File: config.mk
export PLATFORM = sky130hd
export DESIGN_NAME = uart_param
export DESIGN_NICKNAME = d
export VERILOG_FILES = /design/src/rtl/uart_param.sv
export SDC_FILE = /design/constraint.sdc
export NUM_CORES = 1
export LEC_CHECK = 0
export CORE_UTILIZATION = 30
export DETAILED_ROUTE_END_ITERATION = 16
export GPL_TIMING_DRIVEN = 0
export HOLD_SLACK_MARGIN = 0.05
export PLACE_DENSITY_LB_ADDON = 0.08
export SLEW_MARGIN = 10
export SYNTH_ARGS = -nofsm -noshare
export SYNTH_HDL_FRONTEND = slang
export SYNTH_SLANG_ARGS = --single-unit
File: constraint.sdc
create_clock -name sys_clk -period 8.7 [get_ports sys_clk]
set_input_delay 0.87 -clock sys_clk [delete_from_list [all_inputs] [get_ports sys_clk]]
set_output_delay 0.87 -clock sys_clk [all_outputs]
set_load 0.01 [all_outputs]
File: src/rtl/uart_param.sv
// Parametrised UART: run-time baud divisor, configurable frame format, RX FIFO and
// sticky error reporting. Single sys_clk domain; the rx pin is synchronised locally.
module uart_param #(
  parameter int unsigned DIV_WIDTH  = 16,
  parameter int unsigned DATA_BITS  = 8,
  parameter int unsigned PARITY     = 0,
  parameter int unsigned STOP_BITS  = 1,
  parameter int unsigned RX_FIFO_AW = 2
) (
  input  logic                 sys_clk,
  input  logic                 sys_rst_n,
  input  logic [DIV_WIDTH-1:0] divisor,
  input  logic [DATA_BITS-1:0] out_data,
  input  logic                 wr,
  output logic                 tx,
  output logic                 tx_empty,
  output logic                 tx_ov,
  input  logic                 rx,
  output logic [DATA_BITS-1:0] in_data,
  input  logic                 rd,
  output logic                 rx_empty,
  output logic                 rx_ov,
  output logic                 rx_frame_err,
  output logic                 rx_parity_err,
  input  logic                 err_clr
);

  localparam int          Depth     = 2 ** RX_FIFO_AW;
  localparam int unsigned PtrW      = RX_FIFO_AW + 1;
  localparam logic [2:0]  LastData  = 3'(DATA_BITS - 1);
  localparam logic [2:0]  LastStop  = 3'(STOP_BITS - 1);
  localparam logic        ParOdd    = (PARITY == 1);
  localparam logic        HasParity = (PARITY != 0);

  typedef enum logic [2:0] {StIdle, StStart, StData, StParity, StStop} state_e;

  // ---------------------------------------------------------------------------
  // Transmitter
  // ---------------------------------------------------------------------------
  state_e                 tx_state_q, tx_state_d;
  logic [DIV_WIDTH-1:0]   tx_div_q, tx_div_d;
  logic [DIV_WIDTH-1:0]   tx_cnt_q, tx_cnt_d;
  logic [2:0]             tx_idx_q, tx_idx_d;
  logic [DATA_BITS-1:0]   tx_shift_q, tx_shift_d;
  logic                   tx_par_q, tx_par_d;
  logic                   tx_q, tx_d;
  logic                   tx_empty_q;
  logic                   tx_ov_q, tx_ov_d;
  logic                   tx_bit_end;

  assign tx_bit_end = (tx_cnt_q == tx_div_q - DIV_WIDTH'(1));

  // TX next-state: each state lasts one bit period; tx_d is the level of the next bit.
  always_comb begin
    tx_state_d = tx_state_q;
    tx_div_d   = tx_div_q;
    tx_cnt_d   = tx_cnt_q;
    tx_idx_d   = tx_idx_q;
    tx_shift_d = tx_shift_q;
    tx_par_d   = tx_par_q;
    tx_d       = tx_q;
    tx_ov_d    = tx_ov_q;

    if (tx_state_q != StIdle) begin
      tx_cnt_d = tx_bit_end ? '0 : tx_cnt_q + DIV_WIDTH'(1);
    end

    unique case (tx_state_q)
      StIdle: begin
        if (wr) begin
          tx_state_d = StStart;
          tx_div_d   = divisor;
          tx_shift_d = out_data;
          tx_par_d   = (^out_data) ^ ParOdd;
          tx_cnt_d   = '0;
          tx_d       = 1'b0;
          tx_ov_d    = 1'b0;
        end
      end
      StStart: begin
        if (tx_bit_end) begin
          tx_state_d = StData;
          tx_idx_d   = '0;
          tx_d       = tx_shift_q[0];
        end
      end
      StData: begin
        if (tx_bit_end) begin
          if (tx_idx_q == LastData) begin
            tx_idx_d = '0;
            if (HasParity) begin
              tx_state_d = StParity;
              tx_d       = tx_par_q;
            end else begin
              tx_state_d = StStop;
              tx_d       = 1'b1;
            end
          end else begin
            tx_idx_d   = tx_idx_q + 3'd1;
            tx_shift_d = tx_shift_q >> 1;
            tx_d       = tx_shift_d[0];
          end
        end
      end
      StParity: begin
        if (tx_bit_end) begin
          tx_state_d = StStop;
          tx_idx_d   = '0;
          tx_d       = 1'b1;
        end
      end
      StStop: begin
        if (tx_bit_end) begin
          if (tx_idx_q == LastStop) begin
            tx_state_d = StIdle;
          end else begin
            tx_idx_d = tx_idx_q + 3'd1;
          end
          tx_d = 1'b1;
        end
      end
      default: tx_state_d = StIdle;
    endcase

    // A write while busy is dropped and flagged.
    if (wr && (tx_state_q != StIdle)) begin
      tx_ov_d = 1'b1;
    end
  end

  // TX state and registered outputs.
  always_ff @(posedge sys_clk or negedge sys_rst_n) begin
    if (!sys_rst_n) begin
      tx_state_q <= StIdle;
      tx_div_q   <= '0;
      tx_cnt_q   <= '0;
      tx_idx_q   <= '0;
      tx_shift_q <= '0;
      tx_par_q   <= 1'b0;
      tx_q       <= 1'b1;
      tx_empty_q <= 1'b1;
      tx_ov_q    <= 1'b0;
    end else begin
      tx_state_q <= tx_state_d;
      tx_div_q   <= tx_div_d;
      tx_cnt_q   <= tx_cnt_d;
      tx_idx_q   <= tx_idx_d;
      tx_shift_q <= tx_shift_d;
      tx_par_q   <= tx_par_d;
      tx_q       <= tx_d;
      tx_empty_q <= (tx_state_d == StIdle);
      tx_ov_q    <= tx_ov_d;
    end
  end

  assign tx       = tx_q;
  assign tx_empty = tx_empty_q;
  assign tx_ov    = tx_ov_q;

  // ---------------------------------------------------------------------------
  // Receiver
  // ---------------------------------------------------------------------------
  logic                 rx_meta_q, rx_sync_q, rx_prev_q;
  state_e               rx_state_q, rx_state_d;
  logic [DIV_WIDTH-1:0] rx_div_q, rx_div_d;
  logic [DIV_WIDTH-1:0] rx_cnt_q, rx_cnt_d;
  logic [DIV_WIDTH-1:0] rx_target;
  logic [2:0]           rx_idx_q, rx_idx_d;
  logic [DATA_BITS-1:0] rx_shift_q, rx_shift_d;
  logic                 rx_par_q, rx_par_d;
  logic                 rx_perr_q, rx_perr_d;
  logic                 rx_sample;
  logic                 rx_push;
  logic                 frame_evt;
  logic                 parity_evt;

  // Start state waits half a bit to land mid-bit; later states wait a full bit.
  assign rx_target = (rx_state_q == StStart) ? (rx_div_q >> 1) - DIV_WIDTH'(1)
                                             : rx_div_q - DIV_WIDTH'(1);
  assign rx_sample = (rx_cnt_q == rx_target);

  // Two-flop synchroniser plus previous-value register for falling-edge detect.
  always_ff @(posedge sys_clk or negedge sys_rst_n) begin
    if (!sys_rst_n) begin
      rx_meta_q <= 1'b1;
      rx_sync_q <= 1'b1;
      rx_prev_q <= 1'b1;
    end else begin
      rx_meta_q <= rx;
      rx_sync_q <= rx_meta_q;
      rx_prev_q <= rx_sync_q;
    end
  end

  // RX next-state: sample each bit, push at the stop-bit sample.
  always_comb begin
    rx_state_d = rx_state_q;
    rx_div_d   = rx_div_q;
    rx_cnt_d   = rx_cnt_q;
    rx_idx_d   = rx_idx_q;
    rx_shift_d = rx_shift_q;
    rx_par_d   = rx_par_q;
    rx_perr_d  = rx_perr_q;
    rx_push    = 1'b0;
    frame_evt  = 1'b0;
    parity_evt = 1'b0;

    if (rx_state_q != StIdle) begin
      rx_cnt_d = rx_sample ? '0 : rx_cnt_q + DIV_WIDTH'(1);
    end

    unique case (rx_state_q)
      StIdle: begin
        if (rx_prev_q && !rx_sync_q) begin
          rx_state_d = StStart;
          rx_div_d   = divisor;
          rx_cnt_d   = '0;
        end
      end
      StStart: begin
        if (rx_sample) begin
          if (rx_sync_q) begin
            rx_state_d = StIdle;  // glitch, not a real start bit
          end else begin
            rx_state_d = StData;
            rx_idx_d   = '0;
            rx_par_d   = 1'b0;
            rx_perr_d  = 1'b0;
          end
        end
      end
      StData: begin
        if (rx_sample) begin
          rx_shift_d = {rx_sync_q, rx_shift_q[DATA_BITS-1:1]};
          rx_par_d   = rx_par_q ^ rx_sync_q;
          if (rx_idx_q == LastData) begin
            rx_state_d = HasParity ? StParity : StStop;
          end else begin
            rx_idx_d = rx_idx_q + 3'd1;
          end
        end
      end
      StParity: begin
        if (rx_sample) begin
          rx_perr_d  = ((rx_par_q ^ rx_sync_q) != ParOdd);
          rx_state_d = StStop;
        end
      end
      StStop: begin
        if (rx_sample) begin
          rx_push    = 1'b1;
          frame_evt  = !rx_sync_q;
          parity_evt = rx_perr_q;
          rx_state_d = StIdle;
        end
      end
      default: rx_state_d = StIdle;
    endcase
  end

  // RX FSM state register.
  always_ff @(posedge sys_clk or negedge sys_rst_n) begin
    if (!sys_rst_n) begin
      rx_state_q <= StIdle;
      rx_div_q   <= '0;
      rx_cnt_q   <= '0;
      rx_idx_q   <= '0;
      rx_shift_q <= '0;
      rx_par_q   <= 1'b0;
      rx_perr_q  <= 1'b0;
    end else begin
      rx_state_q <= rx_state_d;
      rx_div_q   <= rx_div_d;
      rx_cnt_q   <= rx_cnt_d;
      rx_idx_q   <= rx_idx_d;
      rx_shift_q <= rx_shift_d;
      rx_par_q   <= rx_par_d;
      rx_perr_q  <= rx_perr_d;
    end
  end

  // ---------------------------------------------------------------------------
  // RX FIFO (first-word fall-through) and sticky error flags
  // ---------------------------------------------------------------------------
  logic [DATA_BITS-1:0] mem_q [Depth];
  logic [PtrW-1:0]      wr_ptr_q, wr_ptr_d;
  logic [PtrW-1:0]      rd_ptr_q, rd_ptr_d;
  logic                 fifo_full, fifo_empty;
  logic                 pop, push_ok, ov_evt;
  logic                 rx_empty_q;
  logic                 rx_ov_q, rx_frame_err_q, rx_parity_err_q;

  assign fifo_empty = (wr_ptr_q == rd_ptr_q);
  assign fifo_full  = (wr_ptr_q[RX_FIFO_AW] != rd_ptr_q[RX_FIFO_AW]) &&
                      (wr_ptr_q[RX_FIFO_AW-1:0] == rd_ptr_q[RX_FIFO_AW-1:0]);
  assign pop        = rd && !fifo_empty;
  // A pop in the same cycle frees the slot, so a full FIFO can still accept.
  assign push_ok    = rx_push && (!fifo_full || pop);
  assign ov_evt     = rx_push && fifo_full && !pop;
  assign wr_ptr_d   = push_ok ? wr_ptr_q + PtrW'(1) : wr_ptr_q;
  assign rd_ptr_d   = pop ? rd_ptr_q + PtrW'(1) : rd_ptr_q;

  // FIFO storage, pointers and sticky flags (a new event beats err_clr).
  always_ff @(posedge sys_clk or negedge sys_rst_n) begin
    if (!sys_rst_n) begin
      for (int i = 0; i < Depth; i++) begin
        mem_q[i] <= '0;
      end
      wr_ptr_q        <= '0;
      rd_ptr_q        <= '0;
      rx_empty_q      <= 1'b1;
      rx_ov_q         <= 1'b0;
      rx_frame_err_q  <= 1'b0;
      rx_parity_err_q <= 1'b0;
    end else begin
      if (push_ok) begin
        mem_q[wr_ptr_q[RX_FIFO_AW-1:0]] <= rx_shift_q;
      end
      wr_ptr_q        <= wr_ptr_d;
      rd_ptr_q        <= rd_ptr_d;
      rx_empty_q      <= (wr_ptr_d == rd_ptr_d);
      rx_ov_q         <= ov_evt | (rx_ov_q & ~err_clr);
      rx_frame_err_q  <= frame_evt | (rx_frame_err_q & ~err_clr);
      rx_parity_err_q <= parity_evt | (rx_parity_err_q & ~err_clr);
    end
  end

  assign in_data       = mem_q[rd_ptr_q[RX_FIFO_AW-1:0]];
  assign rx_empty      = rx_empty_q;
  assign rx_ov         = rx_ov_q;
  assign rx_frame_err  = rx_frame_err_q;
  assign rx_parity_err = rx_parity_err_q;

endmodule

# Yosys cells after proc, flatten, opt, wreduce, memory -nomap -nowiden
# Index checks and enable logic that the tools add are counted.
# W data, S select, Z words.
[totals]
register_bits = 142
inputBits = 30
[op_classes]
add_sub_neg = 9
order_cmp = 3
n_eq_ne = 32
n_mux = 67
bitwise_logic = 10
n_reduce_logical = 39
[ops]
columns = ["operator", "n"]
rows = [
  ["$mux W16", 9],
  ["$mux W3", 24],
  ["$mux W8", 6],
  ["$add A16 B1 Y16 const B", 2],
  ["$bwmux W32", 1],
  ["$eq A16 B16 Y1", 2],
  ["$sub A16 B1 Y16 const B", 2],
  ["$pmux W3 S5", 2],
  ["$ne A2 B2 Y1 const B", 14],
  ["$bmux W8 S2", 1],
  ["$demux W8 S2", 1],
  ["$mux W1", 16],
  ["$pmux W8 S2", 1],
  ["$sub A15 B1 Y16 const B", 1],
  ["$reduce_and A5 Y1", 3],
  ["$add A3 B1 Y3 const B", 4],
  ["$eq A3 B2 Y1 const B", 4],
  ["$eq A3 B3 Y1 const B", 4],
  ["$logic_not A3 Y1", 4],
  ["$reduce_and A4 Y1", 3],
  ["$reduce_bool A2 Y1", 5],
  ["$pmux W3 S3", 1],
  ["$reduce_bool A3 Y1", 3],
  ["$logic_and A1 B1 Y1", 8],
  ["22 further kinds", 39],
]

# Depth between registers and ports, before layout
[logic_depth]
word_depth = 8
ltp_mapped = 17
ltp_nobuf = 13

# Least setup slack after synthesis
# No wires, ideal clock.
[synth_timing]
kind = "reg-to-reg"
startpoint = "register rx_state_q[2]"
endpoint = "register rx_cnt_q[12]"
t_arrival_ns = 3.735
path_slack_ns = 4.847
stages_incl_launch_ff = 17
period_less_slack_ns = 3.853
cell_sequence = "dfrtp_1 -> or3b_1 -> buf_6 -> clkbuf_1 -> a21oi_1 -> ha_1 -> nand2b_1 -> a2111oi_4 -> nand3_2 -> a221oi_2 -> o21ai_1 -> or4_1 -> buf_2 -> or3_1 -> nand2_1 -> buf_6 -> nor2_1"
[synth_between]
elab_chain_cells = 7
elab_cells_between_ends = 9
cone_classes = "2 x eq/ne; 5 x mux; 2 x reduce/logical"
[synth_lines]
columns = ["element", "line", "text"]
rows = [
  ["start, declared", "164", "state_e rx_state_q, rx_state_d;"],
  ["start signal, assigned", "264", "rx_state_q <= StIdle;"],
  ["start signal, assigned", "272", "rx_state_q <= rx_state_d;"],
  ["$eq A3 B1 Y1", "178", "assign rx_target = (rx_state_q == StStart) ? (rx_div_q >> 1) - DIV_WIDTH'(1)"],
  ["$mux W16", "178", ""],
  ["$eq A16 B16 Y1", "180", "assign rx_sample = (rx_cnt_q == rx_target);"],
  ["$mux W16", "209", "rx_cnt_d = rx_sample ? '0 : rx_cnt_q + DIV_WIDTH'(1);"],
  ["$mux W16", "208", "if (rx_state_q != StIdle) begin"],
  ["$mux W16", "214", "if (rx_prev_q && !rx_sync_q) begin"],
  ["$mux W16 *", "212", "unique case (rx_state_q)"],
  ["via rx_cnt_d[12]", "166", "logic [DIV_WIDTH-1:0] rx_cnt_q, rx_cnt_d;"],
  ["end signal, assigned", "274", "rx_cnt_q <= rx_cnt_d;"],
  ["end, declared", "166", ""],
]
# The timed path passes the listed nets; every way through them passes the cells marked *.
# A chain may end at the register's enable or synchronous reset.

# Worst setup path in the final report
[layout_timing]
startpoint = "register rx_state_q[2]"
endpoint = "register mem_q[2] (netlist name)"
[layout_between]
elab_chain_cells = 6
elab_cells_between_ends = 7
cone_classes = "3 x eq/ne; 3 x mux; 1 x reduce/logical"
[layout_lines]
columns = ["element", "line", "text"]
rows = [
  ["$eq A3 B1 Y1", "178", ""],
  ["$mux W16", "178", ""],
  ["$eq A16 B16 Y1", "180", ""],
  ["$mux W1", "250", "if (rx_sample) begin"],
  ["$mux W1 *", "212", ""],
  ["$logic_and A1 B1 Y1 *", "298", "assign push_ok = rx_push && (!fifo_full || pop);"],
  ["end signal, assigned by index", "317", "mem_q[wr_ptr_q[RX_FIFO_AW-1:0]] <= rx_shift_q;"],
  ["end, declared", "285", "logic [DATA_BITS-1:0] mem_q [Depth];"],
]
# Mark *: on every way between the ends. The rest lies on a longest branch, timed or not.

==> implementation parameters <==
Parameter                              Value

Status
  Outcome    complete, no violations

STA
  Setup TNS    0 ps
  Final period utilization    55.50%
  Final critical delay including setup and external delays    4829 ps
  Finish-stage setup viols    0
  Transition time at the pin with the least slew margin    972.4 ps
  Achievable clock frequency    0.2071 GHz
  Count of final hold-check violations    0
  Unrepaired setup endpoints after global routing    no
  Slew headroom    34.68%
  Clock tree skew after final layout    11.48 ps
  Number of slew-limit violations in the final report    0

Synthesis
  Primary flip-flop cell chosen by synthesis mapping    sky130_fd_sc_hd__dfrtp_1
  YS warnings    0
  Unique cell type count in the Yosys netlist    81
  Most frequently used cell type in the post-synthesis netlist    sky130_fd_sc_hd__dfrtp_1
  Share of async-settable or async-resettable flops after synthesis    100.0%
  Share of the synthesized area in the top cell type    41.19%
  Sequential element share of the synthesized area    43.10%
  Mapped Area    8262 um2
  Syn Nets    834
  Ranking of synthesized cells by instance count    136 x sky130_fd_sc_hd__dfrtp_1, 84 x sky130_fd_sc_hd__mux2_2, 58 x sky130_fd_sc_hd__nor2_1
  Leading area contributor after synthesis    sky130_fd_sc_hd__dfrtp_1
  Top post-synthesis cells by area    sky130_fd_sc_hd__dfrtp_1 41%, sky130_fd_sc_hd__mux2_2 11%, sky130_fd_sc_hd__xor2_1 4.1%
  Mean area per synthesized cell    10.46 um2
  Number of enable flip-flop cells after synthesis    0
  Number of synthesized register bits    142
  Post-synthesis instance total    790

Clocking
  Clock latency reported for the late side of the worst-skew pair    430 ps
  Clk root buf    sky130_fd_sc_hd__clkbuf_16
  Cts bufs inserted    17
  Number of buffers added for setup after CTS    0
  Maximum root-to-sink buffer count    2
  CTS hold repair buffers    0
  # resized after CTS    0
  CTS Sinks    142
  Worst-path clk slew    70 ps
  CTS tree    built
  H-tree depth reported by CTS    4

Floorplanning
  Placeable core area    26950 um2
  Area of the die    28210 um2
  FP Rows    60
  Boundary pin count    45
  Initial cell density of the core    30.65%
  Die height    168.0 um
  Chip width    168.0 um

Critical path
  Peak per-stage delay on the critical path    640 ps
  Cell at the slowest stage of the critical path    sky130_fd_sc_hd__nor3_2
  Setup slack of the most critical reg-to-reg path    3870 ps
  Chain of cells forming the critical path    or3b_1 > buf_6 > clkbuf_1 > a21oi_1 > ha_1 > nand2b_1 > a2111oi_4 > nand3_1 > nor3_1 > o211a_1 > nand4_1 > nor3_2 > and4_1 > buf_4 > mux2_2
  Startpoint types    flop
  Capturing point of the worst reg2reg path    mem_q[2]
  Startpoint of the worst register-to-register path    rx_state_q[2]
  Depth of the worst register-to-register path    15
  Worst Path Max Fanout    10
  CP required    9010 ps
  Data arrival time of the critical path    5140 ps
  Worst setup path category    flop to flop
  CP Capture Type    flop

Drt
  Avg WL per Cell    17.43 um
  Via count of the routed design    6158
  Iter 0 DRT Violations    336
  Remaining DRCs    0
  Via-per-instance ratio    5.098
  Pre-Repair DR Iteration Count    4
  Total detailed-routing wirelength    21050 um
  Post-DRT Antenna Nets    0

Pwr
  Highest ir drop seen on vdd    0.1120 mV
  PnR Total Power    2.591 mW
  Leakage dissipation    4.083 nW
  PD cells    265.9 nW/um2

Worst hold path
  Worst hold-check path type    input port to async pin

Global routing
  Pin count of the biggest net entering global routing    102
  Global-route wire length before repair    34510 um
  Tot GR Track Use    15.62%
  Remaining global-route overflow    0
  Initial antenna violation count    0
  Number of global-route vias before repair    6267

Final layout
  Number of nets in the layout    898
  Area growth syn-to-layout    17.95%
  Total inserted antenna cells    0
  Number of inserted filler cells in the final layout    2683
  Layout cells sized above 1    18.92%

Placement
  Final weighted congestion of routability-driven global placement    0.9225
  Post-detailed-placement half-perimeter wirelength    15380 um
  Number of buffers inserted by port buffering    44

Flow run
  Max-cap violation count    0
metrics by stage:
stage | worst slack (ps) | area, um2 | std cells | utilization, % | hold slack [ps]
floorplan | 4847 | 8262 | 790 | - | 345.2
global placement | 893.2 | 9129 | 1175 | 33.87 | 352.6
detailed placement | 3905 | 9161 | 1176 | 33.99 | 352.6
CTS | 3882 | 9744 | 1208 | 36.16 | 324.2
global route | 3508 | 9744 | 1208 | 36.16 | 332.8
finish | 3871 | 9744 | 1208 | 36.16 | 323.3
where the power goes:
part	internal, mW	switching, mW
clock network	0.406	0.330
registers	0.786	0.155
logic	0.403	0.511
sequential cells by signal (all words and copies together), names as in the netlist, 3 cells and up:
| register | flops |
|---|---|
| mem_q | 32 |
| rx_cnt_q | 16 |
| rx_div_q | 16 |
| tx_cnt_q | 16 |
| tx_div_q | 16 |
| rx_shift_q | 8 |
| tx_shift_q | 8 |
| rd_ptr_q | 3 |
| rx_idx_q | 3 |
| rx_state_q | 3 |
| tx_idx_q | 3 |
| tx_state_q | 3 |
| wr_ptr_q | 3 |
worst max-delay path, delay by kind of cell, from the launching register on:
family / cells / cell delay [ps]
compound gates: 3 / 970
fa+ha+maj: 1 / 220
buf+inv: 3 / 700
flops: 1 / 410
mux: 1 / 360
simple gates: 7 / 2080
cell usage in the layout (no fill, tap or decap), types with 6 or more instances in the layout:
| master | n |
|---|---|
| sky130_fd_sc_hd__nand2b_1 | 11 |
| sky130_fd_sc_hd__nand4_1 | 10 |
| sky130_fd_sc_hd__or3_1 | 10 |
| sky130_fd_sc_hd__xor2_1 | 39 |
| sky130_fd_sc_hd__clkbuf_16 | 17 |
| sky130_fd_sc_hd__nor4_1 | 12 |
| sky130_fd_sc_hd__nand2_1 | 57 |
| sky130_fd_sc_hd__dfstp_2 | 6 |
| sky130_fd_sc_hd__o21ai_0 | 27 |
| sky130_fd_sc_hd__nor3_1 | 25 |
| sky130_fd_sc_hd__ha_1 | 14 |
| sky130_fd_sc_hd__clkdlybuf4s50_1 | 43 |
| sky130_fd_sc_hd__mux2i_1 | 13 |
| sky130_fd_sc_hd__inv_1 | 28 |
| sky130_fd_sc_hd__nor2_1 | 58 |
| sky130_fd_sc_hd__nand4b_1 | 7 |
| sky130_fd_sc_hd__mux2_2 | 84 |
| sky130_fd_sc_hd__dfrtp_1 | 136 |
| sky130_fd_sc_hd__nor2b_1 | 7 |
| sky130_fd_sc_hd__xnor2_1 | 37 |
| sky130_fd_sc_hd__a21oi_1 | 20 |
| sky130_fd_sc_hd__and3_1 | 8 |
| sky130_fd_sc_hd__clkbuf_1 | 27 |
| sky130_fd_sc_hd__nand3_1 | 28 |
| sky130_fd_sc_hd__mux4_2 | 8 |
area by class of cell:
cell class / count / area (um2) / area share [%]
sequential: 142 / 3561 / 36.54
clock buffer: 18 / 429.2 / 4.404
multi-input combinational: 582 / 4413 / 45.29
buffer: 38 / 182.7 / 1.875
tap: 341 / 426.7 / 4.379
clock inverter: 14 / 153.9 / 1.579
inverter: 28 / 105.1 / 1.079
timing repair buffer: 45 / 473.0 / 4.854
metal layers:
layer | global-route usage, % | part of all wire, % | vias to the layer above
met5 | 0 | 0 | -
met1 | 21.08 | 48 | 3060
met3 | 3.268 | 3.7 | 12
met4 | 3.750 | 0.91 | 0
met2 | 25.53 | 47 | 109
li1 | - | - | 2977
worst max-delay path by stage:
stage             startpoint       endpoint  slack (ps)  depth (start not counted)
6_report       rx_state_q[2]       mem_q[2]        3870                         15
5_1_grt        rx_state_q[2]  rx_shift_q[6]        3510                         14
4_1_cts        rx_state_q[2]       mem_q[2]        3880                         15
3_5_place_dp   rx_state_q[2]       mem_q[1]        3900                         15
3_3_place_gp       sys_rst_n   tx_cnt_q[11]         890                          1
2_1_floorplan  rx_state_q[2]   rx_cnt_q[12]        4850                         16
kinds of logic (layout without fill, tap and decap cells):
family / Yosys count / after routing / synth area share [%]
compound gates: 111 / 111 / 9.466
xor+xnor: 76 / 76 / 8.057
buf+inv: 66 / 143 / 3.483
flops: 142 / 142 / 43.10
fa+ha+maj: 15 / 15 / 2.241
simple gates: 272 / 272 / 18.04
mux: 108 / 108 / 15.61
No activity file was read; power rests on OpenSTA's default activity.
